<file path="src/rtl/icache_refill_ctrl_pkg.sv">
// rtl/icache_refill_ctrl_pkg.sv - shared fetch refill types, derived constants and block-align helper
package icache_refill_ctrl_pkg;

  // Refill sequencer states
  typedef enum logic [1:0] {
    ST_IDLE = 2'd0,
    ST_REQ  = 2'd1,
    ST_RECV = 2'd2,
    ST_FILL = 2'd3
  } refill_state_e;

  // Default geometry, matching SIZE_PC / CACHE_WIDTH of the fetch stage
  localparam int DEF_PC_W    = 32;
  localparam int DEF_BLOCK_W = 256;
  localparam int DEF_BUS_W   = 64;
  localparam int DEF_CNT_W   = 16;

  // Widest address the align helper handles
  localparam int MAX_PC_W = 64;

  // Number of return beats that make up one cache block
  function automatic int calc_beats(input int block_w, input int bus_w);
    return block_w / bus_w;
  endfunction

  // Number of byte-offset bits inside one cache block
  function automatic int calc_off_bits(input int block_w);
    return $clog2(block_w / 8);
  endfunction

  // Clear the byte-offset bits so the address points at the start of its block
  function automatic logic [MAX_PC_W-1:0] block_align(input logic [MAX_PC_W-1:0] addr,
                                                      input int off_bits);
    logic [MAX_PC_W-1:0] mask;
    mask = ~{MAX_PC_W{1'b0}} << off_bits;
    return addr & mask;
  endfunction

endpackage

</file>
<file path="src/rtl/icache_refill_ctrl_assembler.sv">
// rtl/icache_refill_ctrl_assembler.sv - collects BUS_W return beats into one cache block
module refill_beat_assembler
  import icache_refill_ctrl_pkg::*;
#(
  parameter int BLOCK_W = DEF_BLOCK_W,
  parameter int BUS_W   = DEF_BUS_W
) (
  input  logic               clk,
  input  logic               reset,
  input  logic               clear_i,
  input  logic               beat_valid_i,
  input  logic [BUS_W-1:0]   beat_data_i,
  output logic [BLOCK_W-1:0] block_o,
  output logic               last_beat_o
);

  localparam int BEATS = calc_beats(BLOCK_W, BUS_W);
  localparam int BCNT_W = $clog2(BEATS);
  localparam logic [BCNT_W-1:0] LAST_BEAT = BCNT_W'(BEATS - 1);

  logic [BCNT_W-1:0]  cnt_q, cnt_d;
  logic [BLOCK_W-1:0] block_q, block_d;

  // Insert each valid beat at its slot (beat 0 = least significant) and advance the counter
  always_comb begin
    cnt_d   = cnt_q;
    block_d = block_q;
    if (clear_i) begin
      cnt_d = '0;
    end else if (beat_valid_i) begin
      block_d[cnt_q*BUS_W +: BUS_W] = beat_data_i;
      cnt_d = (cnt_q == LAST_BEAT) ? '0 : cnt_q + BCNT_W'(1);
    end
  end

  // Beat counter and block storage
  always_ff @(posedge clk) begin
    if (reset) begin
      cnt_q   <= '0;
      block_q <= '0;
    end else begin
      cnt_q   <= cnt_d;
      block_q <= block_d;
    end
  end

  assign block_o     = block_q;
  assign last_beat_o = (cnt_q == LAST_BEAT);

endmodule

</file>
<file path="src/rtl/icache_refill_ctrl.sv">
// rtl/icache_refill_ctrl.sv - L1 I-cache miss refill sequencer, one refill outstanding
module icache_refill_ctrl
  import icache_refill_ctrl_pkg::*;
#(
  parameter int PC_W    = DEF_PC_W,
  parameter int BLOCK_W = DEF_BLOCK_W,
  parameter int BUS_W   = DEF_BUS_W,
  parameter int CNT_W   = DEF_CNT_W
) (
  input  logic               clk,
  input  logic               reset,
  input  logic               miss_i,
  input  logic [PC_W-1:0]    missAddr_i,
  output logic               memReq_o,
  output logic [PC_W-1:0]    memAddr_o,
  input  logic               memGnt_i,
  input  logic               memValid_i,
  input  logic [BUS_W-1:0]   memData_i,
  output logic               wrEnable_o,
  output logic [PC_W-1:0]    wrAddr_o,
  output logic [BLOCK_W-1:0] instBlock_o,
  output logic               busy_o,
  output logic [CNT_W-1:0]   refillCount_o
);

  localparam int OFF_BITS = calc_off_bits(BLOCK_W);
  localparam logic [CNT_W-1:0] CNT_MAX = {CNT_W{1'b1}};

  refill_state_e    state_q, state_d;
  logic             mem_req_q, mem_req_d;
  logic [PC_W-1:0]  mem_addr_q, mem_addr_d;
  logic             wr_en_q, wr_en_d;
  logic [PC_W-1:0]  wr_addr_q, wr_addr_d;
  logic             busy_q, busy_d;
  logic [CNT_W-1:0] refill_cnt_q, refill_cnt_d;

  logic               asm_clear;
  logic               asm_valid;
  logic               asm_last;
  logic [BLOCK_W-1:0] asm_block;

  refill_beat_assembler #(
    .BLOCK_W (BLOCK_W),
    .BUS_W   (BUS_W)
  ) u_assembler (
    .clk          (clk),
    .reset        (reset),
    .clear_i      (asm_clear),
    .beat_valid_i (asm_valid),
    .beat_data_i  (memData_i),
    .block_o      (asm_block),
    .last_beat_o  (asm_last)
  );

  // Next-state and next-output decode; outputs are registered so the interface is pure Moore
  always_comb begin
    state_d      = state_q;
    mem_req_d    = mem_req_q;
    mem_addr_d   = mem_addr_q;
    wr_en_d      = 1'b0;
    wr_addr_d    = wr_addr_q;
    refill_cnt_d = refill_cnt_q;
    asm_clear    = 1'b0;
    asm_valid    = 1'b0;
    case (state_q)
      ST_IDLE: begin
        if (miss_i) begin
          state_d    = ST_REQ;
          mem_req_d  = 1'b1;
          mem_addr_d = PC_W'(block_align(MAX_PC_W'(missAddr_i), OFF_BITS));
        end
      end
      ST_REQ: begin
        // A valid arriving with the grant is not a real beat and is dropped
        if (memGnt_i) begin
          state_d   = ST_RECV;
          mem_req_d = 1'b0;
          asm_clear = 1'b1;
        end
      end
      ST_RECV: begin
        if (memValid_i) begin
          asm_valid = 1'b1;
          if (asm_last) begin
            state_d   = ST_FILL;
            wr_en_d   = 1'b1;
            wr_addr_d = mem_addr_q;
            if (refill_cnt_q != CNT_MAX) begin
              refill_cnt_d = refill_cnt_q + CNT_W'(1);
            end
          end
        end
      end
      ST_FILL: begin
        // The cache line is written this cycle; a miss seen in the next IDLE cycle is genuine
        state_d = ST_IDLE;
      end
      default: begin
        state_d = ST_IDLE;
      end
    endcase
    busy_d = (state_d != ST_IDLE);
  end

  // State and registered outputs; reset abandons any refill in flight without writing
  always_ff @(posedge clk) begin
    if (reset) begin
      state_q      <= ST_IDLE;
      mem_req_q    <= 1'b0;
      mem_addr_q   <= '0;
      wr_en_q      <= 1'b0;
      wr_addr_q    <= '0;
      busy_q       <= 1'b0;
      refill_cnt_q <= '0;
    end else begin
      state_q      <= state_d;
      mem_req_q    <= mem_req_d;
      mem_addr_q   <= mem_addr_d;
      wr_en_q      <= wr_en_d;
      wr_addr_q    <= wr_addr_d;
      busy_q       <= busy_d;
      refill_cnt_q <= refill_cnt_d;
    end
  end

  assign memReq_o      = mem_req_q;
  assign memAddr_o     = mem_addr_q;
  assign wrEnable_o    = wr_en_q;
  assign wrAddr_o      = wr_addr_q;
  assign instBlock_o   = asm_block;
  assign busy_o        = busy_q;
  assign refillCount_o = refill_cnt_q;

endmodule
</file>
<file path="config.mk">
export PLATFORM = sky130hd
export DESIGN_NAME = icache_refill_ctrl
export DESIGN_NICKNAME = d
export VERILOG_FILES = /design/src/rtl/icache_refill_ctrl_pkg.sv /design/src/rtl/icache_refill_ctrl_assembler.sv /design/src/rtl/icache_refill_ctrl.sv
export SDC_FILE = /design/constraint.sdc
export NUM_CORES = 1
export LEC_CHECK = 0
export CORE_AREA = 2 2 173 175
export DETAILED_ROUTE_END_ITERATION = 16
export DIE_AREA = 0 0 175 177
export HOLD_SLACK_MARGIN = 0.03
export PLACE_DENSITY_LB_ADDON = 0.3
export REMOVE_ABC_BUFFERS = 1
export SYNTH_ARGS = -nofsm -noshare
export SYNTH_HDL_FRONTEND = slang
export SYNTH_SLANG_ARGS = --single-unit
</file>
<file path="constraint.sdc">
create_clock -name clk -period 4.8 [get_ports clk]
set_clock_uncertainty 0.05 [all_clocks]
set_input_delay 0.96 -clock clk [delete_from_list [all_inputs] [get_ports clk]]
set_output_delay 0.96 -clock clk [all_outputs]
set_load 0.02 [all_outputs]
</file>
==> results.txt, run 1 <==
The flow ran to the end, and the final reports show no timing, DRC or antenna violations. The total inserted antenna cells came out at 0. The total area inside the core boundary comes to 29,200 sq um.

Entering global routing, the biggest net connects 145 pins. Across the VDD grid, the largest voltage drop is 282 uV. The transition at the pin with the smallest max-transition slack is 1.10 ns.

The number of endpoints failing setup at the final stage is 0. The family of cells with the greatest summed delay on the critical path is simple AND/OR/NAND/NOR gates. The register area is 6670 sq um. The number of top-level pins came out at 440.

The cell row count is 63. The type of the most critical hold path is reg2reg. The post-CTS resize count came out at 0. The number of warnings reported in the yosys synthesis log is 0. Leaving out fill and tap cells, the most frequent cell in the layout is clkdlybuf4s50_1. The area enclosed by the die boundary is 31,000 sq um. Derived from the worst setup path, the maximum achievable clock frequency is 337 MHz. Once the floorplan was initialized, standard cells occupied 41.8% of the core. The number of max-cap violations is 0. The area of combinational cells with multiple inputs came out at 5040 sq um. The clock period could shrink to 2.96 ns. The maximum level of the CTS H-tree is 2.

The count of nets left with antenna violations after detail routing came out at 0. The number of buffer cells added on primary ports came out at 424. The layout net count is 1,993. The worst stage delay on the critical path came out at 0.69 ns. The largest individual stage delay along the critical path comes from the cell and2_2. The first-pass iteration count of the detailed router came out at 5. The fraction of the yosys area taken by sequential cells is 54.5%. The via count of the first global-routing pass is 11,584. The detailed-route wire length is 43.8 mm. The leakage power is 5.85 nW.

The first-pass GRT wire length came out at 65.7 mm. The initial antenna violation count came out at 0. The number of instances in the synthesized netlist is 1,529.

The later pin in the worst-skew pair is clocked with a latency of 0.51 ns. The worst path buffer plus inverter count came out at 2. In this run the horizontal extent of the chip is 175 um.

For this design the ratio of total power to cell area is 340 nW/um^2. TritonCTS built the clock tree. In this run, the number of DRC markers left after iteration 0 of detailed routing was 1,092. The global-route usage over all layers came out at 26.7%.

STA puts the critical path data arrival time at 3.34 ns. The largest area contributor in the synthesized netlist is dfxtp_1. The critical path is of the in2reg type. The worst slew margin relative to its limit came out at 26.9%. The clock root buffer is clkbuf_16. STA classifies the critical path endpoint as a flip-flop. After detailed routing, the number of vias per cell comes to 5.42. The congestion estimate from routability-driven global placement came to 0.788. From synthesis to final layout, the design area changed by 47.0%. Cells with a size suffix above 1 make up 5.07% of the layout. The number of distinct library cells after synthesis came out at 38.

The quantity of hold-fixing buffers added after cts came out at 0. The placed wire-length estimate after detailed placement is 27.2 mm. The setup slack at placement is 1.33 ns. The vias after detailed routing is 12,486. Setup repair after global routing left no endpoint under its margin. After detailed routing, the number of remaining DRC violations is 0.

Clock tree synthesis inserted a total of 37 buffers. The overall power is 0.00612 W. The post-detailed-route wirelength per cell is 19.0 um.

Summed over all layers, the global routing overflow is 0. The clock net sink count came out at 333. The proportion of netlist area held by the largest area contributor came out at 54.5%. In the post-synthesis netlist, the biggest area contributors are dfxtp_1 (54%), a21oi_1 (13%), nand2_1 (11%). The final cell count without fillers came out at 2,302. The y dimension of the die came out at 177 um.

The share of the clock period used by the worst path after layout came out at 61.8%. The longest clock path from root to sink contains 3 buffers. After synthesis the netlist holds a flip-flop and latch count of 333. Leaving out fill and tap cells, the most frequent cells in the layout are clkdlybuf4s50_1 (423), nand2_1 (370), dfxtp_1 (333), a21oi_1 (327), nand3_1 (260). Traced cell by cell, the critical path runs through clkdlybuf4s50_1 -> and3b_1 -> and2_2 -> buf_12 -> nand3_1 -> a21oi_1. In this run the cell area of the synthesized design comes to 12,200 sq um. The count of fill cells added during filler insertion is 2,530. The worst path required time came out at 5.18 ns.

The mean area per synthesized cell came out at 8.00 sq um. The max-slew violation count came out at 0. The number of endpoints with negative hold slack in the final report is 0. The number of placed instances, taps included came out at 2,236.

The total setup buffers inserted after CTS came out at 0. The final worst hold slack came out at 0.397 ns. The clock-pin transition on the worst setup and hold timing paths is 0.06 ns. The kind of launch point of the worst setup path is an input pin. The final critical-path setup slack is 1.84 ns. The maximum fanout along the worst path is 38.
state kept, by name, summed over array words and instances, names as in the netlist:
name	count
busy_o	1
refillCount_o	16
wrEnable_o	1
wrAddr_o	27
memReq_o	1
u_assembler.block_o	256
u_assembler.cnt_q	2
state_q	2
memAddr_o	27
layout make-up:
cell class,count,share of cell area (%)
clock buffer,59,6.34
clock inverter,7,0.772
inverter,5,0.104
multi-input combinational,1059,28.0
sequential,333,37.1
tap,390,2.71
timing repair buffer,449,25.0
cells in the mapped netlist:
| cell | number |
|---|---|
| or4_1 | 5 |
| nand2_1 | 374 |
| nand4b_4 | 1 |
| mux2_2 | 1 |
| dfxtp_1 | 333 |
| and2_1 | 5 |
| and3b_1 | 1 |
| nand4_1 | 8 |
| o21ba_2 | 1 |
| nor3b_1 | 4 |
| inv_1 | 5 |
| or3_1 | 6 |
| a21oi_1 | 327 |
| a31o_2 | 1 |
| o21bai_1 | 1 |
| and4_1 | 2 |
| nand2b_1 | 4 |
| nor4_1 | 2 |
| nor3_1 | 3 |
| a211oi_1 | 4 |
| o22ai_1 | 1 |
| a31oi_1 | 1 |
| buf_2 | 12 |
| o31ai_1 | 6 |
| nand3b_1 | 1 |
| buf_1 | 20 |
| conb_1 | 1 |
| nor2b_1 | 2 |
| buf_4 | 10 |
| nor2_1 | 12 |
| nand3_1 | 260 |
| and3_1 | 1 |
| and4b_1 | 1 |
| o21ai_0 | 5 |
| ha_1 | 7 |
| o21a_1 | 1 |
| nor4b_1 | 1 |
| clkbuf_1 | 99 |
worst paths after layout:
path	depth (start not counted)	slack, ns	start	to
worst max register to register	6	2.32	u_assembler.cnt_q[0]	refillCount_o[14]
worst min-delay path	2	0.40	u_assembler.block_o[5]	u_assembler.block_o[5]
worst max-delay path	6	1.84	memValid_i	u_assembler.block_o[158]
worst min register to register	2	0.40	u_assembler.block_o[5]	u_assembler.block_o[5]
kinds of logic (layout without fill, tap and decap cells):
family          count (synthesis)  in the layout  share of synthesized area (%)
simple gates                  693            693                           25.2
buf+inv                       146            520                           4.91
mux                             1              1                         0.0920
flops                         333            333                           54.5
compound gates                348            348                           14.6
other cells                     1             10                         0.0306
fa+ha+maj                       7              7                          0.716
metal layers:
| layer | global-route usage, % | vias to the layer above | wire length, um |
|---|---|---|---|
| li1 | - | 5888 | - |
| met1 | 32.3 | 5926 | 16900 |
| met5 | 0 | - | 0 |
| met4 | 10.6 | 0 | 1610 |
| met3 | 6.74 | 100 | 3850 |
| met2 | 45.5 | 572 | 21400 |
tightest hold or removal path, cell delays in order, from the launching register on:
cell and delay [ns]:
dfxtp_1 0.30, nand2_1 0.05, a21oi_1 0.05
power by group:
group | switching, W | internal (W)
Clock | 0.00111 | 0.00184
Combinational | 0.000208 | 0.000147
Sequential | 0.0000198 | 0.00279
metrics by stage:
step	area (sq um)	utilization (%)	TNS (ns)
6_report	18000	61.5	0
5_1_grt	18000	61.5	0
4_1_cts	18000	61.5	0
3_5_place_dp	16700	57.1	0
3_3_place_gp	16700	57.1	0
2_1_floorplan	11700	-	-14.48
(Power assumes the default switching activity.)
==> run 2, diff against run 1 <==
--- a/config.mk
+++ b/config.mk
@@ -5,9 +5,9 @@
 export SDC_FILE = /design/constraint.sdc
 export NUM_CORES = 1
 export LEC_CHECK = 0
-export CORE_AREA = 2 2 173 175
+export CORE_MARGIN = 2
+export CORE_UTILIZATION = 40
 export DETAILED_ROUTE_END_ITERATION = 16
-export DIE_AREA = 0 0 175 177
 export HOLD_SLACK_MARGIN = 0.03
 export PLACE_DENSITY_LB_ADDON = 0.3
 export REMOVE_ABC_BUFFERS = 1
==> constraint.sdc (replaced) <==
create_clock -name clk -period 2.4 [get_ports clk]
set_clock_uncertainty 0.05 [all_clocks]
set_input_delay 0.48 -clock clk [delete_from_list [all_inputs] [get_ports clk]]
set_output_delay 0.48 -clock clk [all_outputs]
set_load 0.02 [all_outputs]
==> results.txt, run 2 (synthesis gave the netlist of run 1 again) <==
The share of post-route cells with drive strength above 1 is 6.51%. The total setup buffers inserted after CTS is 0. The share of power burned in combinational logic came out at 5.9%.

The post-CTS resize count came out at 0. The flip-flop count of the largest register after layout came out at 256. The clock group share of total power is 48.7%. The placed wire-length estimate after detailed placement is 28.2 mm. The detailed-route wire length is 43.1 mm. The TritonCTS clock tree is built. For this design the top-level I/O count stands at 440. The clock net sink count came out at 333.

Setup repair after global routing left no endpoint under its margin. The library cell used most frequently in the layout, excluding fill and tap cells, is clkdlybuf4s50_1. The cell row count came out at 64. The via count of the first global-routing pass came out at 11,662. The worst reg2reg path endpoint is u_assembler.block_o[171]. The max-slew violation count came out at 0. Per report_power, the sequential group accounts for 45.4% of the total. The first-pass iteration count of the detailed router came out at 6. The number of endpoints with negative hold slack in the final report is 0.

The worst IR drop on VDD is 617 uV. The setup slack at placement came out at -0.0234 ns. The detail-routed via count per cell is 5.37. The most critical setup path has its startpoint at refillCount_o[4]. Among cell families on the critical path, the largest total delay comes from buffers and inverters. In the layout the commonest cells are clkdlybuf4s50_1 (423), nand2_1 (370), dfxtp_1 (333), a21oi_1 (327), nand3_1 (260). The fraction of power spent switching nets is 22.0%. The most critical setup path has its endpoint at refillCount_o[4]. The post-detailed-route wirelength per cell is 18.5 um. The critical path capture point type is an output pin. The depth of the worst register-to-register path is 7.

The die extent in x came out at 179 um. The clock-pin transition on the worst setup and hold timing paths came out at 0.06 ns. The slack of the worst reg-to-reg path came out at 0.30 ns. The share of the clock period used by the worst path after layout is 90.1%. The worst register-to-register path begins at u_assembler.cnt_q[0]. The number of max-cap violations came out at 0.

The initial antenna violation count is 0. The leakage power came out at 6.06 nW. The count of fill cells added during filler insertion came out at 2,627. For the worst setup path, the data arrival time is 1.63 ns. The congestion estimate from routability-driven global placement came to 0.821. The count of cell instances traversed by the critical path came out at 1. The power density over cell area came out at 673 nW/um^2.

The maximum number of pins on one net before global-route repair came out at 85. The signal on the critical path passes through clkdlybuf4s50_1. The run finished with clean final reports. The maximum level of the CTS H-tree came out at 2.

The final critical-path setup slack came out at 0.238 ns. The y dimension of the die is 179 um. The worst path buffer plus inverter count is 1. The global route total overflow is 0. The number of buffers created by CTS came out at 37.

The layout net count came out at 2,016. The highest attainable clock frequency is 462 MHz. The DRC violation total after the first TritonRoute iteration came out at 864. The clock root buffer is clkbuf_16.

The finished layout holds 2,332 standard cells, fillers aside. The clock reaches the later pin of the worst-skew pair after 0.51 ns. The number of buffer cells added on primary ports came out at 424.

The worst setup path is of the reg2out kind. The worst path required time is 1.87 ns. For this run, design rule violations remaining after detail routing come to 0. The area growth from synthesis to layout is 50.4%. The total inserted antenna cells is 0.

For this design, the CTS-stage hold fixing added 0 buffers. The area of the placeable core came out at 30,300 sq um. Along the worst path, the maximum fanout reaches 8. The vias after detailed routing came out at 12,534. The global-route usage over all layers is 25.7%. The path class of the tightest hold or removal check is in2reg.

For this design the total switching power over the nets is 0.00272 W. The sum of negative setup slack is 0 ns. The worst stage delay on the critical path is 0.67 ns. The standard cell with the maximum stage delay on the critical path is clkdlybuf4s50_1. The kind of launch point of the worst setup path is a flip-flop. The die covers 32,000 sq um. The internal power of the cells totals 0.00967 W. The count of nets left with antenna violations after detail routing is 0.

The number of placed instances, taps included came out at 2,265. The number of endpoints failing setup at the final stage came out at 0. The maximum count of clock buffers along a single path came out at 3. The first-pass GRT wire length is 65.0 mm. The final critical path time including I/O delays and setup is 2.16 ns. The effective utilization at floorplan is 40.3%.
[run 2: power groups by stage]
stage                     combinational, W  sequential (W)  clock, W
after floorplan                   0.000148         0.00581         0
after global placement            0.000724         0.00574         0
after detailed placement          0.000729         0.00575         0
after CTS                         0.000734         0.00562   0.00613
after global routing              0.000784         0.00563   0.00634
final                             0.000736         0.00562   0.00603
[run 2: metal layers]
metal | up-vias | part of all wire (%) | GRT usage [%]
li1 | 5946 | - | -
met1 | 5912 | 40 | 32.1
met2 | 571 | 48 | 42.9
met3 | 105 | 8.4 | 5.89
met4 | 0 | 4.1 | 10.1
met5 | - | 0 | 0
[run 2: worst min path at each step]
stage	from	slack, ns	to	cells after the start
6_report	reset	0.33	wrAddr_o[30]	2
5_1_grt	reset	0.33	wrAddr_o[30]	2
4_1_cts	reset	0.31	u_assembler.block_o[236]	2
3_5_place_dp	u_assembler.block_o[144]	0.39	u_assembler.block_o[144]	2
3_3_place_gp	u_assembler.block_o[90]	0.39	u_assembler.block_o[90]	2
2_1_floorplan	u_assembler.block_o[0]	0.47	u_assembler.block_o[0]	2
[run 2: through the flow]
stage | hold slack, ns | area, sq um | utilization [%] | total power (W)
after global routing | 0.327 | 18400 | 60.6 | 0.0127
after CTS | 0.311 | 18400 | 60.6 | 0.0125
after floorplan | 0.474 | 11700 | - | 0.00596
final | 0.326 | 18400 | 60.6 | 0.0124
after detailed placement | 0.392 | 17100 | 56.3 | 0.00647
after global placement | 0.387 | 17100 | 56.3 | 0.00647
[run 2: layout make-up]
type                       count  area [sq um]  area share (%)
tap                          396           495            2.69
multi-input combinational   1059          5040            27.4
clock buffer                  57          1160            6.32
clock inverter                10           161           0.877
sequential                   333          6670            36.2
inverter                       5          18.8           0.102
timing repair buffer         472          4860            26.4
